$ cat config.mk
export PLATFORM = sky130hd
export DESIGN_NAME = sym_fold_flat
export DESIGN_NICKNAME = d
export VERILOG_FILES = /design/src/rtl/sym_fold_if.sv /design/src/rtl/sym_fold.sv /design/src/flat_wrapper.sv
export SDC_FILE = /design/constraint.sdc
export NUM_CORES = 1
export LEC_CHECK = 0
export BUFFER_PORTS_ARGS = -buffer_cell sky130_fd_sc_hd__clkbuf_2
export CORE_ASPECT_RATIO = 1.5
export CORE_UTILIZATION = 35
export DETAILED_ROUTE_END_ITERATION = 10
export HOLD_SLACK_MARGIN = 0.15
export SLEW_MARGIN = 20
export SYNTH_ARGS = -nofsm -noshare
export SYNTH_HDL_FRONTEND = slang
export SYNTH_SLANG_ARGS = --single-unit
$ cat constraint.sdc
create_clock -name clk -period 3.4 [get_ports clk]
set_input_delay 0.51 -clock clk [delete_from_list [all_inputs] [get_ports clk]]
set_output_delay 0.51 -clock clk [all_outputs]
set_load 0.02 [all_outputs]
$ cat src/rtl/sym_fold_if.sv
// Valid/ready link and sign-FIFO signals between the fold stage, the function core
// and the Sym output stage.
interface sym_fold_if #(
    parameter int WIDTH = 12,
    parameter int DEPTH = 8
);
    localparam int CW = $clog2(DEPTH) + 1;

    logic             in_valid;
    logic             in_ready;
    logic [WIDTH-1:0] x_in;
    logic             out_valid;
    logic             out_ready;
    logic [WIDTH-1:0] mag_out;
    logic             sat_out;
    logic             sign_pop;
    logic             sign_out;
    logic             sign_valid;
    logic [CW-1:0]    sign_count;
    logic             err_uflow;

    modport master (
        output in_valid, x_in, out_ready, sign_pop,
        input  in_ready, out_valid, mag_out, sat_out,
               sign_out, sign_valid, sign_count, err_uflow
    );

    modport slave (
        input  in_valid, x_in, out_ready, sign_pop,
        output in_ready, out_valid, mag_out, sat_out,
               sign_out, sign_valid, sign_count, err_uflow
    );
endinterface

$ cat src/rtl/sym_fold.sv
// Folds a signed Q(M.N) sample to its clamped magnitude and queues the sign in order
// so the Sym stage can rebuild f(x) after the function core.
module sym_fold #(
    parameter int M     = 4,
    parameter int N     = 8,
    parameter int WIDTH = M + N,
    parameter int DEPTH = 8,
    parameter int XMAX  = 2**(WIDTH-1) - 1
) (
    input logic      clk,
    input logic      rst_n,
    sym_fold_if.slave bus
);
    localparam int AW = $clog2(DEPTH);
    localparam int CW = AW + 1;
    localparam logic [WIDTH:0]  XMAX_W = (WIDTH+1)'(XMAX);
    localparam logic [CW-1:0]   FULL   = CW'(DEPTH);

    logic             neg;
    logic [WIDTH:0]   xs;
    logic [WIDTH:0]   a;
    logic             sat;
    logic [WIDTH-1:0] mag;

    logic             ov_q;
    logic [WIDTH-1:0] mag_q;
    logic             sat_q;
    logic [DEPTH-1:0] mem;
    logic [AW-1:0]    wr_ptr;
    logic [AW-1:0]    rd_ptr;
    logic [CW-1:0]    count;
    logic             err_q;

    logic accept;
    logic pop;
    logic in_rdy;

    // One extra bit so the most negative input negates to +2**(WIDTH-1) and clamps.
    always_comb begin
        neg = bus.x_in[WIDTH-1];
        xs  = {neg, bus.x_in};
        a   = neg ? -xs : xs;
        sat = a > XMAX_W;
        mag = sat ? XMAX_W[WIDTH-1:0] : a[WIDTH-1:0];
    end

    // No fall-through at full: a concurrent pop does not free a slot this cycle.
    assign in_rdy = (!ov_q || bus.out_ready) && (count != FULL);
    assign accept = bus.in_valid && in_rdy;
    assign pop    = bus.sign_pop && (count != '0);

    always_ff @(posedge clk or negedge rst_n) begin
        if (!rst_n) begin
            ov_q   <= 1'b0;
            mag_q  <= '0;
            sat_q  <= 1'b0;
            mem    <= '0;
            wr_ptr <= '0;
            rd_ptr <= '0;
            count  <= '0;
            err_q  <= 1'b0;
        end else begin
            if (accept) begin
                ov_q        <= 1'b1;
                mag_q       <= mag;
                sat_q       <= sat;
                mem[wr_ptr] <= neg;
                wr_ptr      <= wr_ptr + AW'(1);
            end else if (bus.out_ready) begin
                ov_q <= 1'b0;
            end
            if (pop)
                rd_ptr <= rd_ptr + AW'(1);
            case ({accept, pop})
                2'b10:   count <= count + CW'(1);
                2'b01:   count <= count - CW'(1);
                default: count <= count;
            endcase
            if (bus.sign_pop && count == '0)
                err_q <= 1'b1;
        end
    end

    assign bus.in_ready   = in_rdy;
    assign bus.out_valid  = ov_q;
    assign bus.mag_out    = mag_q;
    assign bus.sat_out    = sat_q;
    assign bus.sign_valid = (count != '0);
    assign bus.sign_out   = (count != '0) ? mem[rd_ptr] : 1'b0;
    assign bus.sign_count = count;
    assign bus.err_uflow  = err_q;
endmodule
$ cat src/flat_wrapper.sv
// flat-port wrapper written by rule: the top's interface ports become plain ports
module sym_fold_flat 
#(
    parameter int M     = 4,
    parameter int N     = 8,
    parameter int WIDTH = M + N,
    parameter int DEPTH = 8,
    parameter int XMAX  = 2**(WIDTH-1) - 1
)
  (clk, rst_n, bus_in_valid, bus_x_in, bus_out_ready, bus_sign_pop, bus_in_ready, bus_out_valid, bus_mag_out, bus_sat_out, bus_sign_out, bus_sign_valid, bus_sign_count, bus_err_uflow);
  sym_fold_if #(.WIDTH(WIDTH), .DEPTH(DEPTH)) bus_i ();
  input logic clk;
  input logic rst_n;
  input wire logic [$bits(bus_i.in_valid)-1:0] bus_in_valid;
  input wire logic [$bits(bus_i.x_in)-1:0] bus_x_in;
  input wire logic [$bits(bus_i.out_ready)-1:0] bus_out_ready;
  input wire logic [$bits(bus_i.sign_pop)-1:0] bus_sign_pop;
  output wire logic [$bits(bus_i.in_ready)-1:0] bus_in_ready;
  output wire logic [$bits(bus_i.out_valid)-1:0] bus_out_valid;
  output wire logic [$bits(bus_i.mag_out)-1:0] bus_mag_out;
  output wire logic [$bits(bus_i.sat_out)-1:0] bus_sat_out;
  output wire logic [$bits(bus_i.sign_out)-1:0] bus_sign_out;
  output wire logic [$bits(bus_i.sign_valid)-1:0] bus_sign_valid;
  output wire logic [$bits(bus_i.sign_count)-1:0] bus_sign_count;
  output wire logic [$bits(bus_i.err_uflow)-1:0] bus_err_uflow;
  assign bus_i.in_valid = bus_in_valid;
  assign bus_i.x_in = bus_x_in;
  assign bus_i.out_ready = bus_out_ready;
  assign bus_i.sign_pop = bus_sign_pop;
  assign bus_in_ready = bus_i.in_ready;
  assign bus_out_valid = bus_i.out_valid;
  assign bus_mag_out = bus_i.mag_out;
  assign bus_sat_out = bus_i.sat_out;
  assign bus_sign_out = bus_i.sign_out;
  assign bus_sign_valid = bus_i.sign_valid;
  assign bus_sign_count = bus_i.sign_count;
  assign bus_err_uflow = bus_i.err_uflow;
  sym_fold #(.M(M), .N(N), .WIDTH(WIDTH), .DEPTH(DEPTH), .XMAX(XMAX)) u_core (.clk(clk), .rst_n(rst_n), .bus(bus_i));
endmodule
==> flow_summary.rst <==
.. list-table::
   :header-rows: 1

   * - Metric
     - Value
   * - Status
     - complete, no violations
   * - Reg2reg path depth
     - 9
   * - Switch Pwr
     - 730 uW
   * - Proportion of synthesized flip-flops having asynchronous set or reset
     - 100%
   * - Leakage power total
     - 0.000963 uW
   * - Clock buffer depth
     - 2
   * - Quantity of I/O buffers inserted on ports
     - 38
   * - Clock tree from TritonCTS
     - done
   * - Highest cell delay on the worst timing path
     - 0.56 ns
   * - Count of flip-flops with a built-in enable after synthesis
     - 0
   * - Clock network power share
     - 15.3%
   * - Count of TritonRoute iterations in the first routing pass
     - 3
   * - Vias in the first global route
     - 1190
   * - # clock sinks
     - 33
   * - Cell area after layout
     - 0.00211 mm2
   * - Post-synthesis to final-layout area growth
     - 15.7%
   * - GPL Wtd Cong
     - 0.723
   * - Number of buffers added to fix hold violations after cts
     - 0
   * - Area share of the largest cell type after synthesis
     - 45.4%
   * - Horizontal extent of the die
     - 60.9 um
   * - Wire length of the first global-routing pass
     - 5350 um
   * - Time the final worst path needs with I/O delays and setup
     - 2.60 ns
   * - Count of buffers added by post-CTS timing repair for setup
     - 0
   * - Remaining global-route overflow
     - 0
   * - Top cell types by occurrence after synthesis
     - 33 x sky130_fd_sc_hd__dfrtp_1, 18 x sky130_fd_sc_hd__nor2_1, 10 x sky130_fd_sc_hd__xor2_1
   * - Top-Level Pins
     - 39
   * - Vias post-DR
     - 1261
   * - Critical path arrival
     - 2.80 ns
   * - Core region area
     - 0.00493 mm2
   * - Number of nets in the final layout
     - 218
   * - Combinational cell fraction of total power
     - 43.4%
   * - H-tree depth reported by CTS
     - 2
   * - Sw Share
     - 40.4%
   * - Min-delay worst type
     - input port to asynchronous set/reset pin
   * - Wire length reported by the detailed router
     - 3150 um
   * - Most frequent cell on the critical path
     - sky130_fd_sc_hd__ha_1
   * - CTS clock-pin slew for the worst setup and hold paths
     - 0.06 ns
   * - Number of CTS-inserted buffers
     - 5
   * - Resized Gates After CTS
     - 0
   * - Overall fraction of global-route tracks in use
     - 12.9%
   * - Internal Dissipation
     - 1080 uW
   * - Count of standard-cell rows
     - 31
   * - Final setup viols
     - 0
   * - Seq cells post-synth
     - 33
   * - Post-route antenna net violation count
     - 0
   * - Starting Density
     - 36.9%
   * - Final period utilization
     - 76.4%
   * - Die area
     - 0.00550 mm2
   * - Count of distinct cell types in the synthesized netlist
     - 39
   * - Syn Std Cell Area
     - 0.00182 mm2
   * - Share of final-layout standard cells stronger than drive strength 1
     - 33.8%
   * - Power density cells
     - 858 mW/mm2
   * - Synthesized instance count
     - 158
   * - WS Path Type
     - flip-flop to flip-flop
   * - Chain of cells forming the critical path
     - or4b_1 -> and3_4 -> inv_6 -> ha_1 -> ha_1 -> a21o_1 -> a21oi_1 -> mux2i_1 -> xnor2_1
   * - Placed insts
     - 253
   * - Placed Area
     - 0.00203 mm2
   * - Normalized max-slew margin
     - 45.7%
   * - Remaining routing DRC violations
     - 0
   * - Fmax
     - 0.385 GHz
   * - Accumulated negative setup slack
     - 0 ns
   * - Largest vdd supply drop
     - 220 uV
   * - Relative contribution of sequential cells to total power
     - 41.3%
   * - Mapped Nets
     - 182
   * - Average wire per standard cell
     - 12.1 um
   * - Syn Area/Cell
     - 11.5 um2
   * - DPL Wire Length
     - 2390 um
   * - Sequential share of the synthesized area
     - 45.4%
   * - Worst hold-check slack
     - 0.314 ns
   * - Startpoint type of the worst setup path
     - flip-flop
   * - Clock root buffer master
     - sky130_fd_sc_hd__clkbuf_8
   * - Worst-path maximum fanout
     - 20
   * - Library cell with the highest instance count after synthesis
     - sky130_fd_sc_hd__dfrtp_1
   * - Die extent in y
     - 90.3 um
   * - Slowest cell on the critical path
     - sky130_fd_sc_hd__or4b_1
   * - Antenna Diode Count
     - 0
   * - Yosys warning count
     - 0
   * - Worst clock skew on the final layout
     - 0.00376 ns
   * - Final count of pins violating max slew
     - 0
   * - Leading cell types by total area after synthesis
     - sky130_fd_sc_hd__dfrtp_1 45%, sky130_fd_sc_hd__xor2_1 4.8%, sky130_fd_sc_hd__ha_1 4.1%
   * - Number of hold-slack violations in the final timing report
     - 0
   * - Ys flop type
     - sky130_fd_sc_hd__dfrtp_1
   * - Power after layout
     - 1810 uW
   * - Average vias per placed instance
     - 4.83
   * - Worst-margin pin slew
     - 0.814 ns
   * - RSZ-0062 raised after global routing
     - no
   * - Cell type with the highest aggregate area in the netlist
     - sky130_fd_sc_hd__dfrtp_1
   * - Antenna violations before repair
     - 0
   * - Clock latency on the worst-skew pair
     - 0.28 ns
   * - Worst setup EP type
     - flip-flop
   * - Max-cap viol count
     - 0
   * - DRC violation total after the first TritonRoute iteration
     - 26
   * - Non-Filler Instances
     - 261
   * - Maximum number of pins on one net before global-route repair
     - 34
   * - Required time reported for the critical path endpoint
     - 3.60 ns
## state kept, by name, summed over array words and instances (netlist names)
name	cells
u_core.bus.mag_out	12
u_core.mem	8
u_core.bus.sign_count	4
u_core.rd_ptr	3
u_core.wr_ptr	3
u_core.bus.err_uflow	1
u_core.bus.out_valid	1
u_core.bus.sat_out	1
## cells in the final DEF, fill, tap and decap left out, drive strengths merged, types with 3 or more instances in the layout
cell,n
clkbuf,46
dfrtp,33
nor2,18
a21oi,13
xor2,10
nand2,9
mux2,9
inv,7
xnor2,6
ha,6
o21ai,4
and2,3
mux2i,3
o31ai,3
nand4b,3
nor4b,3
## critical path, delay by kind of cell, from the launching register on
kind,cells,cell delay (ns)
simple gates,2,0.85
fa+ha+maj,2,0.46
flops,1,0.42
compound gates,2,0.31
mux,1,0.23
xor+xnor,1,0.13
buf+inv,1,0.12
## per-layer routing
metal  wire length (um)  global-route usage [%]  up-vias  share of wire, %
met3                115                    3.44        4               3.7
met2               1680                    22.0       33                53
met5                  0                       0        -                 0
li1                   -                       -      619                 -
met1               1320                    14.8      605                42
met4                 33                    5.11        0               1.0
## logic make-up (layout without fill, tap and decap cells)
logic type / after synthesis / in the layout / share of synthesized area (%)
AO/OA/AOI/OAI: 24 / 24 / 10.4
XOR/XNOR: 16 / 16 / 7.70
adder cells (fa/ha/maj): 7 / 7 / 5.23
buffers and inverters: 16 / 53 / 5.36
flip-flops: 33 / 33 / 45.4
multiplexers: 14 / 14 / 10.3
AND/OR/NAND/NOR: 48 / 48 / 15.6
## area by class of cell
| cell class | count | area [um2] |
|---|---|---|
| fillers | 484 | 2820 |
| multi-input cells | 109 | 896 |
| flip-flops and latches | 33 | 826 |
| repair buffers | 38 | 190 |
| well taps | 66 | 82.6 |
| clock buffers | 8 | 80.1 |
| inverters | 7 | 31.3 |
## power by group through the flow
stage / clock, uW / combinational (uW) / sequential (uW)
after global placement: 0 / 792 / 752
final: 276 / 784 / 746
after CTS: 287 / 802 / 752
after global routing: 307 / 873 / 779
after floorplan: 0 / 554 / 795
after detailed placement: 0 / 800 / 757
## metrics by stage
| step | utilization [%] | setup slack, ns |
|---|---|---|
| after global placement | 41.1 | 0.821 |
| after CTS | 42.7 | 0.743 |
| after detailed placement | 41.1 | 0.757 |
| final | 42.7 | 0.802 |
| after global routing | 42.7 | 0.629 |
| after floorplan | - | 0.764 |
## path summary, 6_finish.rpt
kind,start,end,slack [ns]
setup / recovery,u_core.bus.sign_count[2],u_core.bus.sign_count[3],0.80
hold / removal,rst_n,u_core.bus.sign_count[3],0.31
setup reg to reg,u_core.bus.sign_count[2],u_core.bus.sign_count[3],0.80
hold reg to reg,u_core.bus.err_uflow,u_core.bus.err_uflow,0.45
max in group asynchronous,rst_n,u_core.rd_ptr[0],2.57
min in group clk,bus_sign_pop,u_core.bus.err_uflow,0.44
Note: power is estimated with default switching activity, not from simulation.
